**config.mk**
```make
export PLATFORM = sky130hd
export DESIGN_NAME = icap_arbiter
export DESIGN_NICKNAME = d
export VERILOG_FILES = /design/src/rtl/icap_arbiter_pkg.sv /design/src/rtl/icap_rr_pick.sv /design/src/rtl/icap_arbiter.sv
export SDC_FILE = /design/constraint.sdc
export NUM_CORES = 1
export LEC_CHECK = 0
export ABC_CLOCK_PERIOD_IN_PS = 3900
export BUFFER_PORTS_ARGS = -buffer_cell sky130_fd_sc_hd__buf_2
export CAP_MARGIN = 25
export CORE_UTILIZATION = 53
export DETAILED_ROUTE_END_ITERATION = 6
export GPL_TIMING_DRIVEN = 0
export PLACE_DENSITY = 0.86
export SKIP_CTS_REPAIR_TIMING = 1
export SLEW_MARGIN = 10
export SYNTH_ARGS = -nofsm -noshare
export SYNTH_HDL_FRONTEND = slang
export SYNTH_SLANG_ARGS = --single-unit
export TNS_END_PERCENT = 20
```
**constraint.sdc**
```tcl
create_clock -name clock -period 3.9 [get_ports clock]
set_input_delay 0.585 -clock clock [delete_from_list [all_inputs] [get_ports clock]]
set_output_delay 0.585 -clock clock [all_outputs]
set_load 0.01 [all_outputs]
```
**src/rtl/icap_arbiter_pkg.sv**
```systemverilog
// Shared definitions for the two-requester ICAP arbiter: FSM encoding and the
// fixed sync/desync command words framed around every granted payload.
package icap_arbiter_pkg;

   typedef enum logic [1:0] {
      ST_IDLE    = 2'd0,
      ST_HEADER  = 2'd1,
      ST_PAYLOAD = 2'd2,
      ST_TRAILER = 2'd3
   } state_e;

   localparam int HDR_LEN = 3;
   localparam int TRL_LEN = 4;

   localparam logic [31:0] ICAP_DUMMY  = 32'hFFFF_FFFF;
   localparam logic [31:0] ICAP_SYNC   = 32'hAA99_5566;
   localparam logic [31:0] ICAP_NOOP   = 32'h2000_0000;
   localparam logic [31:0] ICAP_CMD_WR = 32'h3000_8001;
   localparam logic [31:0] ICAP_DESYNC = 32'h0000_000D;

   function automatic logic [31:0] hdr_word(input logic [1:0] idx);
      case (idx)
         2'd0:    return ICAP_DUMMY;
         2'd1:    return ICAP_SYNC;
         default: return ICAP_NOOP;
      endcase
   endfunction

   function automatic logic [31:0] trl_word(input logic [1:0] idx);
      case (idx)
         2'd0:    return ICAP_CMD_WR;
         2'd1:    return ICAP_DESYNC;
         default: return ICAP_NOOP;
      endcase
   endfunction

endpackage

```
**src/rtl/icap_rr_pick.sv**
```systemverilog
// Two-way round-robin pick: a lone requester wins outright, a tie goes to the
// requester that was not granted last time.
module icap_rr_pick
   import icap_arbiter_pkg::*;
(
   input  logic       valid0_i,
   input  logic       valid1_i,
   input  logic       last_grant_i,
   output logic [1:0] grant_o
);

   always_comb begin
      grant_o = 2'b00;
      if (valid0_i && valid1_i) begin
         grant_o = last_grant_i ? 2'b01 : 2'b10;
      end else if (valid0_i) begin
         grant_o = 2'b01;
      end else if (valid1_i) begin
         grant_o = 2'b10;
      end
   end

endmodule

```
**src/rtl/icap_arbiter.sv**
```systemverilog
// Arbitrates two configuration requesters onto one ICAP port, wrapping each
// granted payload in a sync header and a desync trailer.
module icap_arbiter
   import icap_arbiter_pkg::*;
#(
   parameter int ICAP_DATA_SIZE = 32,
   parameter int FLAG_SIZE      = 1,
   parameter int STALL_LIMIT    = 255
) (
   input  logic                      clock,
   input  logic                      reset,
   input  logic [FLAG_SIZE-1:0]      req0_valid,
   input  logic [ICAP_DATA_SIZE-1:0] req0_data,
   input  logic [FLAG_SIZE-1:0]      req0_last,
   output logic [FLAG_SIZE-1:0]      req0_ready,
   input  logic [FLAG_SIZE-1:0]      req1_valid,
   input  logic [ICAP_DATA_SIZE-1:0] req1_data,
   input  logic [FLAG_SIZE-1:0]      req1_last,
   output logic [FLAG_SIZE-1:0]      req1_ready,
   output logic                      icap_csib,
   output logic                      icap_rdwrb,
   output logic [ICAP_DATA_SIZE-1:0] icap_data,
   output logic [1:0]                grant,
   output logic                      done,
   output logic                      abort,
   output logic [1:0]                dbg_state
);

   state_e                    state_q, state_d;
   logic [1:0]                idx_q, idx_d;
   logic [1:0]                grant_q, grant_d;
   logic                      last_grant_q, last_grant_d;
   logic [7:0]                stall_q, stall_d;
   logic                      abort_flag_q, abort_flag_d;
   logic [ICAP_DATA_SIZE-1:0] data_q, data_d;

   logic [1:0]                pick;
   logic                      sel_valid, sel_last;
   logic [ICAP_DATA_SIZE-1:0] sel_data;
   logic                      csib_c, rdy0_c, rdy1_c, done_c, abort_c;

   icap_rr_pick u_pick (
      .valid0_i     (req0_valid[0]),
      .valid1_i     (req1_valid[0]),
      .last_grant_i (last_grant_q),
      .grant_o      (pick)
   );

   // A word transfers in any cycle where the granted requester has valid and
   // ready both high; it appears on icap_data in that same cycle.
   assign sel_valid = grant_q[1] ? req1_valid[0] : req0_valid[0];
   assign sel_last  = grant_q[1] ? req1_last[0]  : req0_last[0];
   assign sel_data  = grant_q[1] ? req1_data     : req0_data;

   always_comb begin
      state_d      = state_q;
      idx_d        = idx_q;
      grant_d      = grant_q;
      last_grant_d = last_grant_q;
      stall_d      = stall_q;
      abort_flag_d = abort_flag_q;
      data_d       = data_q;
      csib_c       = 1'b1;
      rdy0_c       = 1'b0;
      rdy1_c       = 1'b0;
      done_c       = 1'b0;
      abort_c      = 1'b0;
      case (state_q)
         ST_IDLE: begin
            if (pick != 2'b00) begin
               grant_d      = pick;
               last_grant_d = pick[1];
               state_d      = ST_HEADER;
               idx_d        = 2'd0;
            end
         end
         ST_HEADER: begin
            csib_c = 1'b0;
            data_d = ICAP_DATA_SIZE'(hdr_word(idx_q));
            if (idx_q == 2'(HDR_LEN - 1)) begin
               state_d      = ST_PAYLOAD;
               idx_d        = 2'd0;
               stall_d      = 8'd0;
               abort_flag_d = 1'b0;
            end else begin
               idx_d = idx_q + 2'd1;
            end
         end
         ST_PAYLOAD: begin
            rdy0_c = grant_q[0];
            rdy1_c = grant_q[1];
            if (sel_valid) begin
               csib_c  = 1'b0;
               data_d  = sel_data;
               stall_d = 8'd0;
               if (sel_last) begin
                  state_d = ST_TRAILER;
                  idx_d   = 2'd0;
               end
            end else begin
               // A handshake in the limit cycle would have taken the branch above.
               stall_d = stall_q + 8'd1;
               if ((stall_q + 8'd1) == 8'(STALL_LIMIT)) begin
                  state_d      = ST_TRAILER;
                  idx_d        = 2'd0;
                  abort_flag_d = 1'b1;
               end
            end
         end
         ST_TRAILER: begin
            csib_c = 1'b0;
            data_d = ICAP_DATA_SIZE'(trl_word(idx_q));
            if (idx_q == 2'(TRL_LEN - 1)) begin
               done_c  = ~abort_flag_q;
               abort_c = abort_flag_q;
               state_d = ST_IDLE;
               grant_d = 2'b00;
               idx_d   = 2'd0;
            end else begin
               idx_d = idx_q + 2'd1;
            end
         end
         default: state_d = ST_IDLE;
      endcase
   end

   always_ff @(posedge clock or negedge reset) begin
      if (!reset) begin
         state_q      <= ST_IDLE;
         idx_q        <= 2'd0;
         grant_q      <= 2'b00;
         last_grant_q <= 1'b1;
         stall_q      <= 8'd0;
         abort_flag_q <= 1'b0;
         data_q       <= '0;
      end else begin
         state_q      <= state_d;
         idx_q        <= idx_d;
         grant_q      <= grant_d;
         last_grant_q <= last_grant_d;
         stall_q      <= stall_d;
         abort_flag_q <= abort_flag_d;
         data_q       <= data_d;
      end
   end

   assign req0_ready = FLAG_SIZE'(rdy0_c);
   assign req1_ready = FLAG_SIZE'(rdy1_c);
   assign icap_csib  = csib_c;
   assign icap_rdwrb = 1'b0;
   assign icap_data  = data_d;
   assign grant      = grant_q;
   assign done       = done_c;
   assign abort      = abort_c;
   assign dbg_state  = state_q;

endmodule

```
==> impl_results.md <==
* Pwr dens at 805 nW/um^2
* Post-Syn Instances at 309
* Tmin final at 3340 ps
* Reg clk slew, reported paths at 90 ps
* Layout cells sized above 1 at 39.0%
* Die Span Y at 75.9 um
* Seq/Total Area, Yosys at 41.6%
* Critical Path Start Type: flop
* Vias in the first global route at 2466
* Row cnt at 26
* Final setup violation count at 0
* Final Hold Viols at 0
* Max Clock Freq at 0.300 GHz
* Die area at 5760 sq um
* Design area at 3660 sq um
* Number of flops mapped to enable cells by yosys at 0
* Total Nets Final at 509
* Tot Pwr at 2.95 mW
* Pre-CTS setup slack at 923 ps
* Yosys warnings at 0
* WP data arrival at 2750 ps
* Post-synth top area share at 40.7%
* Flop2flop setup slack at 1540 ps
* Pleak at 1.80 nW
* Crit path max fanout at 10
* Setup TNS at 0 ps
* Tcrit/Tclk final at 85.5%
* Crit path required time at 3310 ps
* Top cell type by total area after synthesis: dfrtp_1
* Crit-path cells: inv_1, ha_1, clkbuf_1, and2_1, clkbuf_1, clkbuf_1, a21oi_1, o21ai_0, buf_2
* Core ar. at 5170 sq um
* Largest net degree at the start of global routing at 49
* Crit Reg-Reg Endpoint: data_q[9]
* Area overhead of the layout relative to synthesis at 26.6%
* Synth Flop Type: dfrtp_1
* Num CTS Buffers at 5
* I/O pins at 112
* Total iterations of the first detailed-routing run at 4
* RR Startpoint: dbg_state[1]
* CP most frequent cell: clkbuf_1
* GRT Overall Usage at 25.5%
* Worst vdd ir at 0.491 mV
* Max Slew Vio Count at 0
* Worst slew pin tran at 661 ps
* ANT nets after route at 0
* Sink Count at 48
* Syn avg cell area at 9.36 sq um
* Final worst setup slack at 564 ps
* RSZ-0062 raised after global routing: no
* Final Routed Wirelength at 7.43 mm
* DRT iter0 DRCs at 187
* Synthesized cell area at 2890 sq um
* Library cells used by synthesis at 44
* N_diodes at 0
* Worst min path class: primary input to asynchronous set/reset pin
* Final core occ at 70.8%
* Routed len/inst at 14.9 um
* Grt ovf at 0
* Max incr delay on CP at 470 ps
* Syn Nets at 391
* Final Wtd Congestion at 0.795
* Clock latency at the later pin of the worst-skew pair at 310 ps
* Max Cap Violations at 0
* Top cells by area, synth: dfrtp_1 41%, mux2_2 12%, o21ai_0 6.1%
* Crit Path Class: flop to output pin
* Placed Area at 3530 sq um
* CP max-delay cell: clkbuf_1
* Hpwl dp at 5.61 mm
* DP Cell Count at 489
* Hold slack at 135 ps
* Endpoint class of the critical path: output pin
* Starting Density at 55.9%
* Outcome: finished clean
* Root Buffer: clkbuf_8
* #FFs+latches synth at 48
* Residual DRC at 0
* Clock skew at 9.53 ps
* Finished Layout Cells at 498
* Bufs on Longest Clock Path at 2
* First-pass GRT wire length at 11.0 mm
* TritonCTS clock tree: built
* Asr flop ratio synth at 100%
* Initial antenna violation count at 0
* H-tree depth at 2
* Detailed-route via count at 2757
* DR vias/cell at 5.54
* Die Wd at 75.9 um
* Relative slew slack at 54.7%
* FF-to-FF path depth at 8
* I/O Buffers at 110
* Worst setup path startpoint: dbg_state[1]
[layout make-up]
cell class,count,area [sq um]
well taps,70,87.6
multi-input cells,228,1530
plain buffers,23,126
fillers,404,1510
inverters,10,37.5
repair buffers,111,571
clock buffers,5,68.8
flip-flops and latches,48,1200
clock inverters,3,42.5
[registers in the layout, indices dropped and copies added, names as in the netlist]
signal        count
data_q           32
stall_q           8
dbg_state         2
grant             2
idx_q             2
abort_flag_q      1
last_grant_q      1
[per-layer routing]
metal / share of wire (%) / track usage, % / wire [um]
met3: 6.4 / 5.42 / 477
met5: 0 / 0 / 0
met1: 40 / 29.5 / 3010
met2: 51 / 47.0 / 3820
met4: 1.7 / 8.02 / 129
[power breakdown]
group          internal [mW]  leakage [nW]  switching (mW)
sequential             0.697         0.621          0.0887
combinational          0.730          1.12            1.07
clock                  0.190        0.0541           0.171
[critical path: cells and delay by family, from the launching register on]
family                   cells  cell delay, ps
buffers and inverters        5            1320
AO/OA/AOI/OAI                2             350
adder cells (fa/ha/maj)      1             150
flip-flops                   1             430
AND/OR/NAND/NOR              1             200
[how the worst max path moves through the flow]
stage	to	slack (ps)	cells past startpoint
after floorplan	icap_data[17]	1420	8
after global placement	icap_data[9]	1100	9
after detailed placement	icap_data[9]	920	9
after CTS	icap_data[9]	590	9
after global routing	icap_data[9]	340	9
final	icap_data[9]	560	9
[Yosys cell counts (3+ instances only)]
cell,n
inv_1,10
o21a_1,3
o21ai_1,10
nor2b_1,3
buf_6,4
nand2b_1,6
and2_1,5
a221oi_1,3
ha_1,12
and3_1,4
nand2_1,43
clkbuf_1,15
nor2_1,6
o21ai_0,35
mux2_2,32
a21oi_1,34
dfrtp_1,47
mux2i_1,4
[placed cells by master (no fill, tap or decap), types with 4 or more instances in the layout]
cell type and count:
clkbuf_8 5, mux2i_1 4, o21ai_1 10, and3_1 4
dfrtp_1 47, nand2_1 43, a21oi_1 34, buf_2 112
nand2b_1 6, buf_6 4, nor2_1 6, clkbuf_1 15
ha_1 12, and2_1 5, inv_1 10, o21ai_0 35
mux2_2 32
[logic make-up after synthesis]
family,after synthesis,synth area share [%]
buf+inv,33,5.67
compound gates,98,19.6
simple gates,78,13.1
mux,37,14.2
xor+xnor,2,0.606
flops,48,41.6
other cells,1,0.130
fa+ha+maj,12,5.19
No activity file was read; power rests on OpenSTA's default activity.
